$ cat src/rtl/opex_forward_stage.sv
// OP->EX pipeline register with MA/WB forward resolution.
// Holds resolved operands across stalls; counts inserted bubbles.
module opex_forward_stage #(
  parameter int CNT_W = 16
) (
  input  logic             s_clk_i,
  input  logic             s_resetn_i,
  input  logic             s_stall_i,
  input  logic             s_flush_i,
  input  logic [31:0]      s_operand1_i,
  input  logic [31:0]      s_operand2_i,
  input  logic [3:0]       s_fwd_i,
  input  logic             s_bubble_i,
  input  logic [6:0]       s_ictrl_i,
  input  logic [4:0]       s_rd_i,
  input  logic [31:0]      s_exma_val_i,
  input  logic [31:0]      s_mawb_val_i,
  output logic [31:0]      s_opex_op1_o,
  output logic [31:0]      s_opex_op2_o,
  output logic [6:0]       s_opex_ictrl_o,
  output logic [4:0]       s_opex_rd_o,
  output logic [CNT_W-1:0] s_bubble_cnt_o
);

  typedef struct packed {
    logic [31:0] op1;
    logic [31:0] op2;
    logic [3:0]  fwd;
    logic [6:0]  ictrl;
    logic [4:0]  rd;
  } opex_t;

  opex_t            ex_q;
  logic [CNT_W-1:0] cnt_q;
  logic             bump;

  assign bump = s_bubble_i & ~s_stall_i & ~s_flush_i;

  // MA holds the younger producer, so it wins over WB.
  always_comb begin
    s_opex_op1_o = ex_q.op1;
    s_opex_op2_o = ex_q.op2;
    if (ex_q.fwd[0])
      s_opex_op1_o = s_exma_val_i;
    else if (ex_q.fwd[2])
      s_opex_op1_o = s_mawb_val_i;
    if (ex_q.fwd[1])
      s_opex_op2_o = s_exma_val_i;
    else if (ex_q.fwd[3])
      s_opex_op2_o = s_mawb_val_i;
  end

  always_ff @(posedge s_clk_i or negedge s_resetn_i) begin
    if (!s_resetn_i) begin
      ex_q <= '0;
    end else if (s_flush_i) begin
      ex_q <= '0;
    end else if (s_stall_i) begin
      // Capture the forwarded value now; the producer leaves MA next.
      ex_q.op1 <= s_opex_op1_o;
      ex_q.op2 <= s_opex_op2_o;
      ex_q.fwd <= '0;
    end else if (s_bubble_i) begin
      ex_q.fwd   <= '0;
      ex_q.ictrl <= '0;
      ex_q.rd    <= '0;
    end else begin
      ex_q.op1   <= s_operand1_i;
      ex_q.op2   <= s_operand2_i;
      ex_q.fwd   <= s_fwd_i;
      ex_q.ictrl <= s_ictrl_i;
      ex_q.rd    <= s_rd_i;
    end
  end

  always_ff @(posedge s_clk_i or negedge s_resetn_i) begin
    if (!s_resetn_i)
      cnt_q <= '0;
    else if (bump && (cnt_q != {CNT_W{1'b1}}))
      cnt_q <= cnt_q + 1'b1;
  end

  assign s_opex_ictrl_o = ex_q.ictrl;
  assign s_opex_rd_o    = ex_q.rd;
  assign s_bubble_cnt_o = cnt_q;

endmodule

$ cat config.mk
export PLATFORM = sky130hd
export DESIGN_NAME = opex_forward_stage
export DESIGN_NICKNAME = d
export VERILOG_FILES = /design/src/rtl/opex_forward_stage.sv
export SDC_FILE = /design/constraint.sdc
export NUM_CORES = 1
export LEC_CHECK = 0
export CELL_PAD_IN_SITES_DETAIL_PLACEMENT = 1
export CELL_PAD_IN_SITES_GLOBAL_PLACEMENT = 1
export CORE_ASPECT_RATIO = 0.5
export CORE_MARGIN = 5
export CORE_UTILIZATION = 28
export DETAILED_ROUTE_END_ITERATION = 16
export PLACE_DENSITY_LB_ADDON = 0.1
export RECOVER_POWER = 100
export SETUP_SLACK_MARGIN = 0.3
export SLEW_MARGIN = 10
export SYNTH_ARGS = -nofsm -noshare
export SYNTH_HDL_FRONTEND = slang
export SYNTH_SLANG_ARGS = --single-unit
export TNS_END_PERCENT = 5
$ cat constraint.sdc
create_clock -name s_clk_i -period 1.9 [get_ports s_clk_i]
set_input_delay 0.38 -clock s_clk_i [delete_from_list [all_inputs] [get_ports s_clk_i]]
set_output_delay 0.38 -clock s_clk_i [all_outputs]
set_load 0.02 [all_outputs]
==> metrics.txt, run 1 <==
die area 24500 µm²; flop2flop setup slack 0.02 ns; reg-to-reg startpoint s_bubble_cnt_o[0]; Reg clk slew, reported paths 0.07 ns; largest net degree at the start of global routing 89; setup ws final -0.171 ns; final antenna-violating net count 0; Max Root-Sink Buffers 2; vias after detailed routing 6042; internal power 0.00448 W; clk_lat worst skew 0.35 ns; pre-CTS setup slack -0.428 ns; setup_tns -0.842 ns; Cells after DPL 1221; CTS tree done; sw frac 29.5%; CP cell instances buf_12 -> buf_16 -> mux2i_1 -> o21ai_1 -> buf_4; cells on worst reg2reg path 5; total gr overflow 0; Max VDD drop 457 µV; sw power 0.00188 W; Layout fillers 2433; crit path launch ex_q[14]; Num CTS Buffers 9; # DRC 0; Detailed Place HPWL 17000 µm; cell area after synthesis 5950 µm²; Area growth syn-to-layout 58.7%; Mapped Cells 699; skew final 0.00609 ns; CP endpoint kind output port; commonest cells after routing, fill and taps aside 144 x nor2_1, 144 x clkdlybuf4s50_1, 127 x mux2i_1; Slew Limit Fails 0; CP startpoint kind flip-flop; Ports 241; Syn Area/Cell 8.51 µm²; RSZ-0062 raised after global routing yes; power per cell area 673 nW/µm²; sequential share of power 36.3%; Slowest-stage cell, CP dfrtp_2; Comb pwr share 27.6%; Critical Path RT 1.52 ns; share of layout cells above drive strength 1 20.3%; post-synth net total 849; Worst EP arrival 1.69 ns; distinct cell type count after synthesis 33; port bufs 240; CTS Sinks 96; TritonRoute pass-1 iters 4; Horiz. Die Dim 216 µm; # rows 37; Root Driver clkbuf_16; first-pass GRT wire length 37000 µm; clock network power share 36.1%; Core Footprint 20700 µm²; DIE HEIGHT 113 µm; crit share post-route 109%; post-layout instance count excluding filler cells 1245; total length of routed wires 23700 µm; synthesized flop and latch total 96; final setup violating endpoints 20; antenna violations before repair 1; failing checks setup timing; worst hold path type reg2reg; post-layout util 45.5%; vias per cell 4.85; Slew HR 36.9%; Seq/Total Area, Yosys 40.4%; Overall Global Routing Usage 19.1%; Initial Util 28.7%; worst stage delay on the critical path 0.50 ns; crit path kind reg2out; Worst-Margin Slew 0.943 ns; Max Freq 483 MHz; outcome finished with violations; Static Leakage 4.24 nW; vias in the first global route 6448; Routed WL per cell 19.0 µm; final net count 1115; final hold vios 0; crit-path max FO 5; synth warn 0; Reg-to-Reg End s_bubble_cnt_o[1]; Max-Cap Viols 0; Placer Congestion 0.754; H-tree levels 3; DRT iter0 DRCs 166; crit path capture s_opex_op1_o[22]; post-layout min period 2.07 ns
-- critical path, delay by kind of cell, from the launching register on --
kind / cells / cell delay [ns]
AOI/OAI and AO/OA: 1 / 0.23
buffers and inverters: 3 / 0.48
DFF: 1 / 0.50
muxes: 1 / 0.11
-- power groups by stage --
stage | Sequential (W) | Combinational [W] | Clock (W)
detailed placement | 0.00236 | 0.00182 | 0
global placement | 0.00236 | 0.00179 | 0
global route | 0.00233 | 0.00191 | 0.00243
floorplan | 0.00239 | 0.000733 | 0
CTS | 0.00232 | 0.00178 | 0.00237
finish | 0.00231 | 0.00176 | 0.00229
-- stage by stage --
step	hold WS (ns)	area (µm²)	total power (W)
after CTS	0.474	9430	0.00647
after floorplan	0.0844	5990	0.00313
after detailed placement	0.318	9110	0.00418
after global placement	0.319	9110	0.00414
after global routing	0.560	9440	0.00668
final	0.531	9440	0.00636
-- worst min-delay path by stage --
stage                        end         startpoint  slack [ns]  cells past startpoint
6_report       s_bubble_cnt_o[0]  s_bubble_cnt_o[0]        0.53                      1
3_3_place_gp   s_opex_ictrl_o[3]         s_resetn_i        0.32                      1
5_1_grt        s_bubble_cnt_o[0]  s_bubble_cnt_o[0]        0.56                      1
3_5_place_dp   s_opex_ictrl_o[3]         s_resetn_i        0.32                      1
2_1_floorplan           ex_q[12]         s_resetn_i        0.08                      0
4_1_cts        s_opex_ictrl_o[3]         s_resetn_i        0.47                      2
-- cell families (layout without fill, tap and decap cells) --
family                     count (synthesis)  after routing  synth area share [%]
xor gates and xnor gates                  11             11                  1.62
and+or+nand+nor                          246            246                  17.4
other                                      0              2                     0
adders and majority gates                  1              1                 0.210
DFF                                       96             96                  40.4
buffers and inverters                     70            341                  5.65
muxes                                    130            130                  21.9
AOI/OAI and AO/OA                        145            145                  12.8
-- cell type report --
class	count	area, µm²	share of cell area, %
diodes	2	5.00	0.0530
clock buffers	9	225	2.39
clock inverters	7	144	1.52
multi-input cells	533	3330	35.3
flip-flops and latches	96	2410	25.5
well taps	273	342	3.62
repair buffers	325	2990	31.7
-- state kept, by name, summed over array words and instances (netlist names) --
signal,count
ex_q,68
s_opex_ictrl_o,7
s_bubble_cnt_o,16
s_opex_rd_o,5
-- per-layer routing --
layer	up-vias	wire [µm]	global-route usage, %
li1	2931	-	-
met2	95	12100	33.4
met3	20	905	4.44
met1	2996	10500	24.4
met5	-	0	0
met4	0	262	3.64
-- Yosys cell counts --
| cell | n | area share (%) |
|---|---|---|
| a21oi_1 | 65 | 5.5 |
| nor2_1 | 145 | 9.1 |
| buf_4 | 12 | 1.5 |
| nand2_1 | 69 | 4.4 |
| or3b_1 | 1 | 0.15 |
| ha_1 | 1 | 0.21 |
| or3_1 | 2 | 0.21 |
| o21ai_0 | 64 | 5.4 |
| xnor2_1 | 3 | 0.44 |
| o21a_1 | 1 | 0.13 |
| xor2_1 | 8 | 1.2 |
| nor4_2 | 1 | 0.21 |
| nor3_1 | 4 | 0.34 |
| a31oi_1 | 1 | 0.11 |
| a22oi_1 | 12 | 1.5 |
| mux2_1 | 1 | 0.19 |
| nor3b_1 | 1 | 0.13 |
| nor4_1 | 1 | 0.11 |
| and3_1 | 2 | 0.21 |
| buf_6 | 2 | 0.38 |
| buf_2 | 11 | 0.92 |
| and4b_1 | 1 | 0.17 |
| o31ai_1 | 2 | 0.25 |
| dfrtp_1 | 96 | 40 |
| nor4_4 | 2 | 0.71 |
| buf_1 | 4 | 0.25 |
| and2_1 | 4 | 0.42 |
| nor4b_1 | 1 | 0.15 |
| clkbuf_1 | 41 | 2.6 |
| nand4_1 | 5 | 0.53 |
| mux2_2 | 1 | 0.19 |
| nand3_1 | 7 | 0.59 |
| mux2i_1 | 128 | 22 |
-- timing repair --
action                     4_1_cts  5_1_grt
buffers inserted                 2        2
gates cloned                     1        0
pin swaps                       21       19
hold buffers                     1        0
setup endpoints to repair      103      104
gates resized for setup        479       32
hold endpoints to repair        21        0
Power figures use the tool's default switching activity.
==> inputs of run 2 (changes only) <==
CORE_MARGIN = unset   (was 5)
==> run 2 against run 1 <==
Effect of this change: the run still ends with setup timing left; combinational power about the same; clock power down 21%; setup slack better by 0.092 ns; worst hold slack better by 0.0091 ns; register-to-register slack about the same; maximum frequency up 4.6%; critical endpoint is now s_opex_op1_o[17]; largest cell class unchanged; largest power group unchanged; highest routed layer unchanged.
==> metrics.txt, run 2 (synthesis results as in run 1) <==
outcome finished with violations; failing checks setup timing; CTS Sinks 96 (unchanged); Overall Global Routing Usage 21.0% (+1.9 points); # rows 37 (unchanged); skew final 0.00405 ns (-0.00204 ns); post-layout util 45.4% (-0.13 points); vias per cell 4.89 (+0.74%); hold path depth 2 (+1); Reg-to-Reg End s_bubble_cnt_o[1]; port bufs 240 (unchanged); post-layout min period 1.98 ns (-0.0915 ns); cells on worst reg2reg path 5 (unchanged); vias after detailed routing 6087 (+0.74%); flop2flop setup slack 0.03 ns (about the same); Biggest register ex_q; reg-to-reg startpoint s_bubble_cnt_o[0]; Area growth syn-to-layout 57.9%; Critical Path RT 1.52 ns (about the same); Routed WL per cell 18.2 µm (-4.2%); antenna violations before repair 0 (-1); Max-Cap Viols 0 (unchanged); Max Root-Sink Buffers 2 (unchanged); Reg clk slew, reported paths 0.07 ns (about the same); Post-DP Area 9150 µm² (+0.41%); Horiz. Die Dim 208 µm (-3.7%); Root Driver clkbuf_16; CP endpoint kind output port; final antenna-violating net count 0 (unchanged); Placer Congestion 0.793 (+5.2%); DIE HEIGHT 105 µm (-7.1%); Slew Limit Fails 0 (unchanged); worst hold path type reg2reg; Worst EP arrival 1.60 ns (-0.09 ns); final setup violating endpoints 26 (+30%); commonest non-fill, non-tap cell in the layout clkdlybuf4s50_1; clk_lat worst skew 0.35 ns (about the same); vias in the first global route 6467 (+0.29%); Design Power 0.00588 W (-7.6%); Final Instance Area 9400 µm² (-0.50%); share of layout cells above drive strength 1 20.4% (+0.082 points); Ports 241 (unchanged); total gr overflow 0 (unchanged); crit-path max FO 8 (+3); crit share post-route 104% (-4.8 points); die area 21900 µm² (-11%); setup ws final -0.0796 ns (+0.0915 ns); final hold vios 0 (unchanged); RSZ-0062 raised after global routing yes; total length of routed wires 22700 µm (-4.2%); CP startpoint kind flip-flop; Num CTS Buffers 9 (unchanged); Detailed Place HPWL 15800 µm (-7.1%); Worst-Margin Slew 1.09 ns (+0.147 ns); H-tree levels 3 (unchanged); largest net degree at the start of global routing 142 (+60%); hold path endpoint s_opex_rd_o[3]; Max Freq 505 MHz (+4.6%); # DRC 0 (unchanged); hold path start s_opex_rd_o[3]; Core Footprint 20700 µm² (-0.22%); Initial Util 28.8% (+0.064 points); number of flip-flops in the largest register 68 (unchanged); setup_tns -1.18 ns (-0.339 ns); commonest cells after routing, fill and taps aside 144 x clkdlybuf4s50_1, 143 x nor2_1, 126 x mux2i_1; Static Leakage 4.24 nW (about the same); Slew HR 27.4% (-9.5 points); TritonRoute pass-1 iters 4 (unchanged); DRT iter0 DRCs 181 (+9.0%); crit path kind reg2out; CTS tree done; first-pass GRT wire length 35800 µm (-3.2%); final net count 1116 (+0.090%); power per cell area 626 nW/µm² (-7.1%); Max VDD drop 452 µV (-1.0%)
==> run 2: changes by cell type in the layout (fill, tap and decap cells not counted), moves of 3 or more <==
cell and delta:
buf_6 +4, bufinv_16 -4, clkbuf_2 -4, o21ai_1 +3
==> run 2: worst max-delay path by stage <==
stage | from | to | slack, ns | cells after the start
final | ex_q[14] | s_opex_op1_o[17] | -0.08 | 4
after CTS | ex_q[15] | s_opex_op2_o[7] | -0.17 | 4
after global placement | s_mawb_val_i[0] | s_opex_op2_o[0] | -0.45 | 4
after detailed placement | s_mawb_val_i[0] | s_opex_op2_o[0] | -0.48 | 4
after global routing | ex_q[14] | s_opex_op1_o[10] | -0.14 | 4
after floorplan | s_flush_i | s_bubble_cnt_o[15] | -0.12 | 7
==> run 2: metrics by stage <==
step / hold WS (ns) / std cells / setup slack [ns]
CTS: 0.532 / 1240 / -0.171
detailed placement: 0.387 / 1222 / -0.479
floorplan: 0.0844 / 699 / -0.115
global placement: 0.381 / 1222 / -0.454
finish: 0.540 / 1245 / -0.0796
global route: 0.560 / 1244 / -0.142
==> run 2: layout make-up <==
class | count | area [µm²]
Fill cell | 2409 | 11300
Multi-Input combinational cell | 533 | 3320
Timing Repair Buffer | 326 | 3040
Sequential cell | 96 | 2410
Tap cell | 273 | 342
Clock buffer | 10 | 239
Clock inverter | 6 | 43.8
Antenna cell | 1 | 2.50
==> run 2: where the power goes <==
part	total (W)	leakage, nW	internal, W	switching [W]
sequential	0.00231	1.29	0.00218	0.000131
clock	0.00180	0.139	0.000930	0.000868
combinational	0.00177	2.81	0.000891	0.000874
total	0.00588	4.24	0.00400	0.00187
==> run 2: metal layers <==
layer / up-vias / track usage [%] / part of all wire (%)
li1: 2937 / - / -
met1: 3031 / 27.7 / 46
met2: 101 / 35.2 / 49
met3: 18 / 4.30 / 3.5
met4: 0 / 4.66 / 1.2
met5: - / 0 / 0
==> run 2: what timing repair did <==
| action | CTS | global route |
|---|---|---|
| endpoints found under the setup margin | 103 | 88 |
| pin swaps | 32 | 30 |
| endpoints found under the hold margin | 4 | 0 |
| gates resized for setup | 467 | 50 |
| gates cloned | 1 | 0 |
| setup buffers | 0 | 4 |
| hold buffers | 1 | 0 |
==> run 2: critical path, cell delays in order, from the launching register on <==
cell	delay, ns
dfrtp_2	0.45
bufbuf_16	0.30
mux2i_1	0.12
o21ai_1	0.19
buf_4	0.18
